### config.mk
export PLATFORM = sky130hd
export DESIGN_NAME = apb_arb2
export DESIGN_NICKNAME = d
export VERILOG_FILES = /design/src/rtl/apb_arb2.sv
export SDC_FILE = /design/constraint.sdc
export NUM_CORES = 1
export LEC_CHECK = 0
export ABC_CLOCK_PERIOD_IN_PS = 4200
export BUFFER_PORTS_ARGS = -buffer_cell sky130_fd_sc_hd__buf_2
export CORE_MARGIN = 3
export CORE_UTILIZATION = 40
export CTS_BUF_LIST = sky130_fd_sc_hd__clkbuf_2 sky130_fd_sc_hd__clkbuf_4 sky130_fd_sc_hd__clkbuf_8
export CTS_CLUSTER_SIZE = 10
export DETAILED_ROUTE_END_ITERATION = 8
export HOLD_SLACK_MARGIN = 0.05
export PLACE_DENSITY = 0.72
export SLEW_MARGIN = 5
export SYNTH_ARGS = -nofsm -noshare
export SYNTH_HDL_FRONTEND = slang
export SYNTH_SLANG_ARGS = --single-unit
### constraint.sdc
create_clock -name clk -period 4.2 [get_ports clk]
set_input_delay 0.42 -clock clk [delete_from_list [all_inputs] [get_ports clk]]
set_output_delay 0.42 -clock clk [all_outputs]
set_load 0.005 [all_outputs]
### src/rtl/apb_arb2.sv
`default_nettype none
// ============================================================================
// Module   : apb_arb2
// Brief    : Two-master round-robin APB arbiter replaying transfers on one
//            slave bus. Define APB_ARB_TIMEOUT_EN for the ACCESS timeout abort.
// Revision : 1.0 - initial release
// ============================================================================
module apb_arb2 #(
  parameter int            AW       = 16,
  parameter int            DW       = 32,
  parameter int            TIMEOUT  = 256,
  parameter logic [DW-1:0] ERR_DATA = 32'hDEADBEEF
) (
  input  logic          clk,
  input  logic          rst,
  // master 0 (jtag2apb bridge)
  input  logic          m0_psel,
  input  logic          m0_penable,
  input  logic          m0_pwrite,
  input  logic [AW-1:0] m0_paddr,
  input  logic [DW-1:0] m0_pwdata,
  output logic [DW-1:0] m0_prdata,
  output logic          m0_pready,
  // master 1 (on-chip controller)
  input  logic          m1_psel,
  input  logic          m1_penable,
  input  logic          m1_pwrite,
  input  logic [AW-1:0] m1_paddr,
  input  logic [DW-1:0] m1_pwdata,
  output logic [DW-1:0] m1_prdata,
  output logic          m1_pready,
  // slave side
  output logic          s_psel,
  output logic          s_penable,
  output logic          s_pwrite,
  output logic [AW-1:0] s_paddr,
  output logic [DW-1:0] s_pwdata,
  input  logic [DW-1:0] s_prdata,
  input  logic          s_pready,
  output logic          tmo
);

  typedef enum logic [1:0] {
    ST_IDLE   = 2'd0,
    ST_SETUP  = 2'd1,
    ST_ACCESS = 2'd2,
    ST_DONE   = 2'd3
  } state_t;

  state_t        r_state;
  state_t        w_state_nxt;
  logic          r_grant;
  logic          r_last_grant;
  logic          w_win;
  logic          w_start;
  logic          w_finish;
  logic          w_abort;
  logic          w_tmo_hit;
  logic [DW-1:0] w_rdata;
  logic          w_unused;

  // penable only qualifies the master's own phase; arbitration keys off psel
  assign w_unused = ^{m0_penable, m1_penable, (TIMEOUT > 0)};

`ifdef APB_ARB_TIMEOUT_EN
  localparam int c_CW = $clog2(TIMEOUT + 1);
  logic [c_CW-1:0] r_tmo_cnt;

  always_ff @(posedge clk) begin
    if (rst || (r_state != ST_ACCESS)) begin
      r_tmo_cnt <= '0;
    end else begin
      r_tmo_cnt <= r_tmo_cnt + 1'b1;
    end
  end

  // count holds k during the (k+1)-th ACCESS cycle
  assign w_tmo_hit = (r_tmo_cnt == c_CW'(TIMEOUT - 1));
`else
  assign w_tmo_hit = 1'b0;
`endif

  always_comb begin
    w_state_nxt = r_state;
    w_start     = 1'b0;
    w_finish    = 1'b0;
    w_abort     = 1'b0;
    w_win       = (m0_psel && m1_psel) ? ~r_last_grant : m1_psel;
    case (r_state)
      ST_IDLE: begin
        if (m0_psel || m1_psel) begin
          w_start     = 1'b1;
          w_state_nxt = ST_SETUP;
        end
      end
      ST_SETUP: begin
        w_state_nxt = ST_ACCESS;
      end
      ST_ACCESS: begin
        if (s_pready) begin
          w_finish    = 1'b1;
          w_state_nxt = ST_DONE;
        end else if (w_tmo_hit) begin
          w_finish    = 1'b1;
          w_abort     = 1'b1;
          w_state_nxt = ST_DONE;
        end
      end
      ST_DONE: begin
        w_state_nxt = ST_IDLE;
      end
      default: begin
        w_state_nxt = ST_IDLE;
      end
    endcase
  end

  assign w_rdata = w_abort ? ERR_DATA : s_prdata;

  always_ff @(posedge clk) begin
    if (rst) begin
      r_state <= ST_IDLE;
    end else begin
      r_state <= w_state_nxt;
    end
  end

  always_ff @(posedge clk) begin
    if (rst) begin
      r_grant      <= 1'b0;
      r_last_grant <= 1'b1;
      s_psel       <= 1'b0;
      s_penable    <= 1'b0;
      s_pwrite     <= 1'b0;
      s_paddr      <= '0;
      s_pwdata     <= '0;
      m0_prdata    <= '0;
      m1_prdata    <= '0;
      m0_pready    <= 1'b0;
      m1_pready    <= 1'b0;
      tmo          <= 1'b0;
    end else begin
      m0_pready <= 1'b0;
      m1_pready <= 1'b0;
      tmo       <= 1'b0;
      if (w_start) begin
        r_grant      <= w_win;
        r_last_grant <= w_win;
        s_psel       <= 1'b1;
        s_pwrite     <= w_win ? m1_pwrite : m0_pwrite;
        s_paddr      <= w_win ? m1_paddr  : m0_paddr;
        s_pwdata     <= w_win ? m1_pwdata : m0_pwdata;
      end
      if (r_state == ST_SETUP) begin
        s_penable <= 1'b1;
      end
      if (w_finish) begin
        s_psel    <= 1'b0;
        s_penable <= 1'b0;
        tmo       <= w_abort;
        if (r_grant) begin
          m1_prdata <= w_rdata;
          m1_pready <= 1'b1;
        end else begin
          m0_prdata <= w_rdata;
          m0_pready <= 1'b1;
        end
      end
    end
  end

endmodule
`default_nettype wire

==> metrics.csv <==
stage,metric,value,unit
status,outcome,"complete, no violations",
route,Detailed Routing Iterations Pass 1,4,
synthesis,syn_area_per_cell,8.28,um^2
timing,crit path time final,2.10,ns
critical_path,slowest CP cell,o21a_2,
power,Tot Pwr,3880,uW
clocking,TritonCTS buffer count,17,
clocking,TritonCTS clock tree,done,
die,IO Count,255,
timing,Hold Fails Final Rpt,0,
route,Vias/cell,4.96,
die,Die ar.,0.0136,mm^2
critical_path,Worst path max stage delay,0.88,ns
global_routing,largest net degree at the start of global routing,91,
die,Core Rows,39,
final_layout,Final Cell Area,0.00663,mm^2
critical_path,WP data required,4.56,ns
clocking,H-Tree Level Count,4,
synthesis,#FFs+latches synth,121,
route,DR DRC count,0,
critical_path,"CP delay by family, top",compound AO/OA/AOI/OAI gates,
synthesis,synthesis warning total,0,
critical_path,CP arrival,2.46,ns
route,drt initial violations,245,
min_path,Hold Path Class,in2reg,
route,antenna-violating nets left,0,
global_routing,initial antenna violation count,1,
clocking,setup bufs post-CTS,0,
clocking,clock transition at the registers of the reported paths,0.08,ns
clocking,Post-CTS Resized,0,
critical_path,Startpoint Class,flip-flop,
critical_path,critical path class,reg2reg,
timing,Fmax,476,MHz
timing,setup tns final,0,ns
final_layout,n_diodes,0,
die,Die Wd,117,um
timing,Final period util,50.0,%
timing,unrepaired setup endpoints after global routing,false,
route,routed wire length,14400,um
timing,measured slew at the worst slew-check pin,1.04,ns
clocking,CTS Root Buffer Type,clkbuf_8,
critical_path,CP max FO,50,
synthesis,Mapped Nets,732,
timing,Fin Clk Skew,0.00890,ns
final_layout,area growth from synthesis to layout,35.3,%
clocking,clk buf depth,2,
placement,Port Buffer Count,251,
flow_run,max-cap viol count,0,
synthesis,Synth Cell Area,0.00490,mm^2
die,Starting Density,41.8,%
placement,RePlAce Congestion,0.732,
synthesis,post-synthesis sequential area ratio,49.4,%
timing,# setup viols final,0,
global_routing,gr ovfl total,0,
global_routing,GRT Resource Usage Total,20.4,%
timing,max_slew headroom,30.8,%
critical_path,Crit. End Element,flip-flop,
placement,Area after DPL,0.00619,mm^2
power,leak pwr,0.00306,uW
route,Avg WL per Cell,14.8,um
clocking,Clock Latency Late Sink,0.44,ns
clocking,hold_buf cts,0,
clocking,clk sinks,121,
die,Core Area,0.0117,mm^2
final_layout,fin nets,960,
power,power density cells,586,mW/mm^2
critical_path,flop2flop setup slack,2.10,ns
placement,placed wire-length estimate,9930,um
synthesis,Cells after Synth,592,
global_routing,vias in the first global route,4475,
die,DIE HEIGHT,117,um
global_routing,global-route wire length before repair,21800,um
power,worst vdd ir,0.297,mV
critical_path,crit-path cells,"inv_1, ha_1, o21a_2, nor2_1, a211oi_2",
final_layout,proportion of layout cells with a drive suffix above 1,41.3,%
timing,Slew Limit Fails,0,
synthesis,Unique masters post-synth,26,
critical_path,Crit path buffers/inverters,1,
route,routed vias,4835,
==> per-layer routing <==
| layer | track usage, % | routed length (um) |
|---|---|---|
| met1 | 23.0 | 5690 |
| met2 | 34.2 | 7100 |
| met3 | 9.02 | 1420 |
| met4 | 7.26 | 163 |
| met5 | 0 | 7 |
==> metrics by stage <==
stage	std cells	hold WS [ns]	worst slack [ns]	util, %
2_1_floorplan	592	0.453	2.82	-
3_3_place_gp	944	0.439	2.07	52.8
3_5_place_dp	944	0.443	2.05	52.8
4_1_cts	975	0.187	2.10	56.6
5_1_grt	975	0.181	1.92	56.6
6_report	975	0.222	2.10	56.6
==> cells in the mapped netlist (all sizes together) <==
cell type,number,area [um^2]
nor2b,1,6.26
a21bo,1,10.0
or2,1,6.26
nand2b,2,12.5
o21ai,1,5.00
nor2,55,206
dfxtp,121,2420
a211oi,49,613
a21boi,1,11.3
a31oi,1,6.26
a22oi,1,7.51
conb,1,3.75
nand2,177,664
inv,2,7.51
a21oi,116,581
ha,3,37.5
o21a,4,30.0
mux2i,1,10.0
buf,34,173
clkbuf,16,60.1
and3,1,6.26
and3b,1,8.76
nand3b,1,7.51
nand3,1,5.00
==> final cells by class <==
type,count,area [um^2]
Clock inverter,13,201
Sequential cell,121,2420
Clock buffer,18,241
Timing Repair Buffer,259,1320
Tap cell,143,179
Multi-Input combinational cell,419,2260
Fill cell,1124,5080
Inverter,2,7.51
==> where the power goes <==
group | internal, uW | total, uW | switching, uW
clock | 706 | 1170 | 466
sequential | 1400 | 1520 | 123
combinational | 504 | 1190 | 686
==> worst min-delay path, stage by stage <==
cell and delay (ns):
buf_2 0.10, nand2_1 0.05, a21oi_1 0.05
==> worst paths after layout <==
path / from / cells after the start / end
max: r_state[1] / 5 / s_paddr[7]
min: s_prdata[3] / 3 / m1_prdata[3]
max reg2reg: r_state[1] / 5 / s_paddr[7]
min reg2reg: m0_prdata[26] / 2 / m0_prdata[26]
==> cell families (layout without fill, tap and decap cells) <==
| family | after synthesis | in the layout | synth area share (%) |
|---|---|---|---|
| simple gates | 240 | 240 | 18.8 |
| compound gates | 174 | 174 | 25.8 |
| flops | 121 | 121 | 49.4 |
| buf+inv | 52 | 292 | 4.90 |
| fa+ha+maj | 3 | 3 | 0.766 |
| other cells | 1 | 1 | 0.0765 |
| mux | 1 | 1 | 0.204 |
==> state kept, by name, summed over array words and instances (netlist names) <==
signal        cells
r_grant           1
m1_prdata        32
m0_prdata        32
m1_pready         1
r_last_grant      1
m0_pready         1
s_pwdata         32
s_penable         1
s_pwrite          1
r_state           2
s_paddr          16
s_psel            1
==> cell usage in the layout, fill, tap and decap left out, drive strengths merged <==
cell and instances:
nor2b 1, a21oi 116, or2 1, clkinvlp 3, o21a 4, o21ai 1, a31oi 1, nand3b 1
and3 1, and3b 1, ha 3, a21bo 1, nand2 177, conb 1, dfxtp 121, nor2 55
bufinv 5, mux2i 1, nand2b 2, a211oi 49, a21boi 1, nand3 1, buf 259, inv 3
a22oi 1, clkbuf 18, clkinv 4
(Power assumes the default switching activity.)
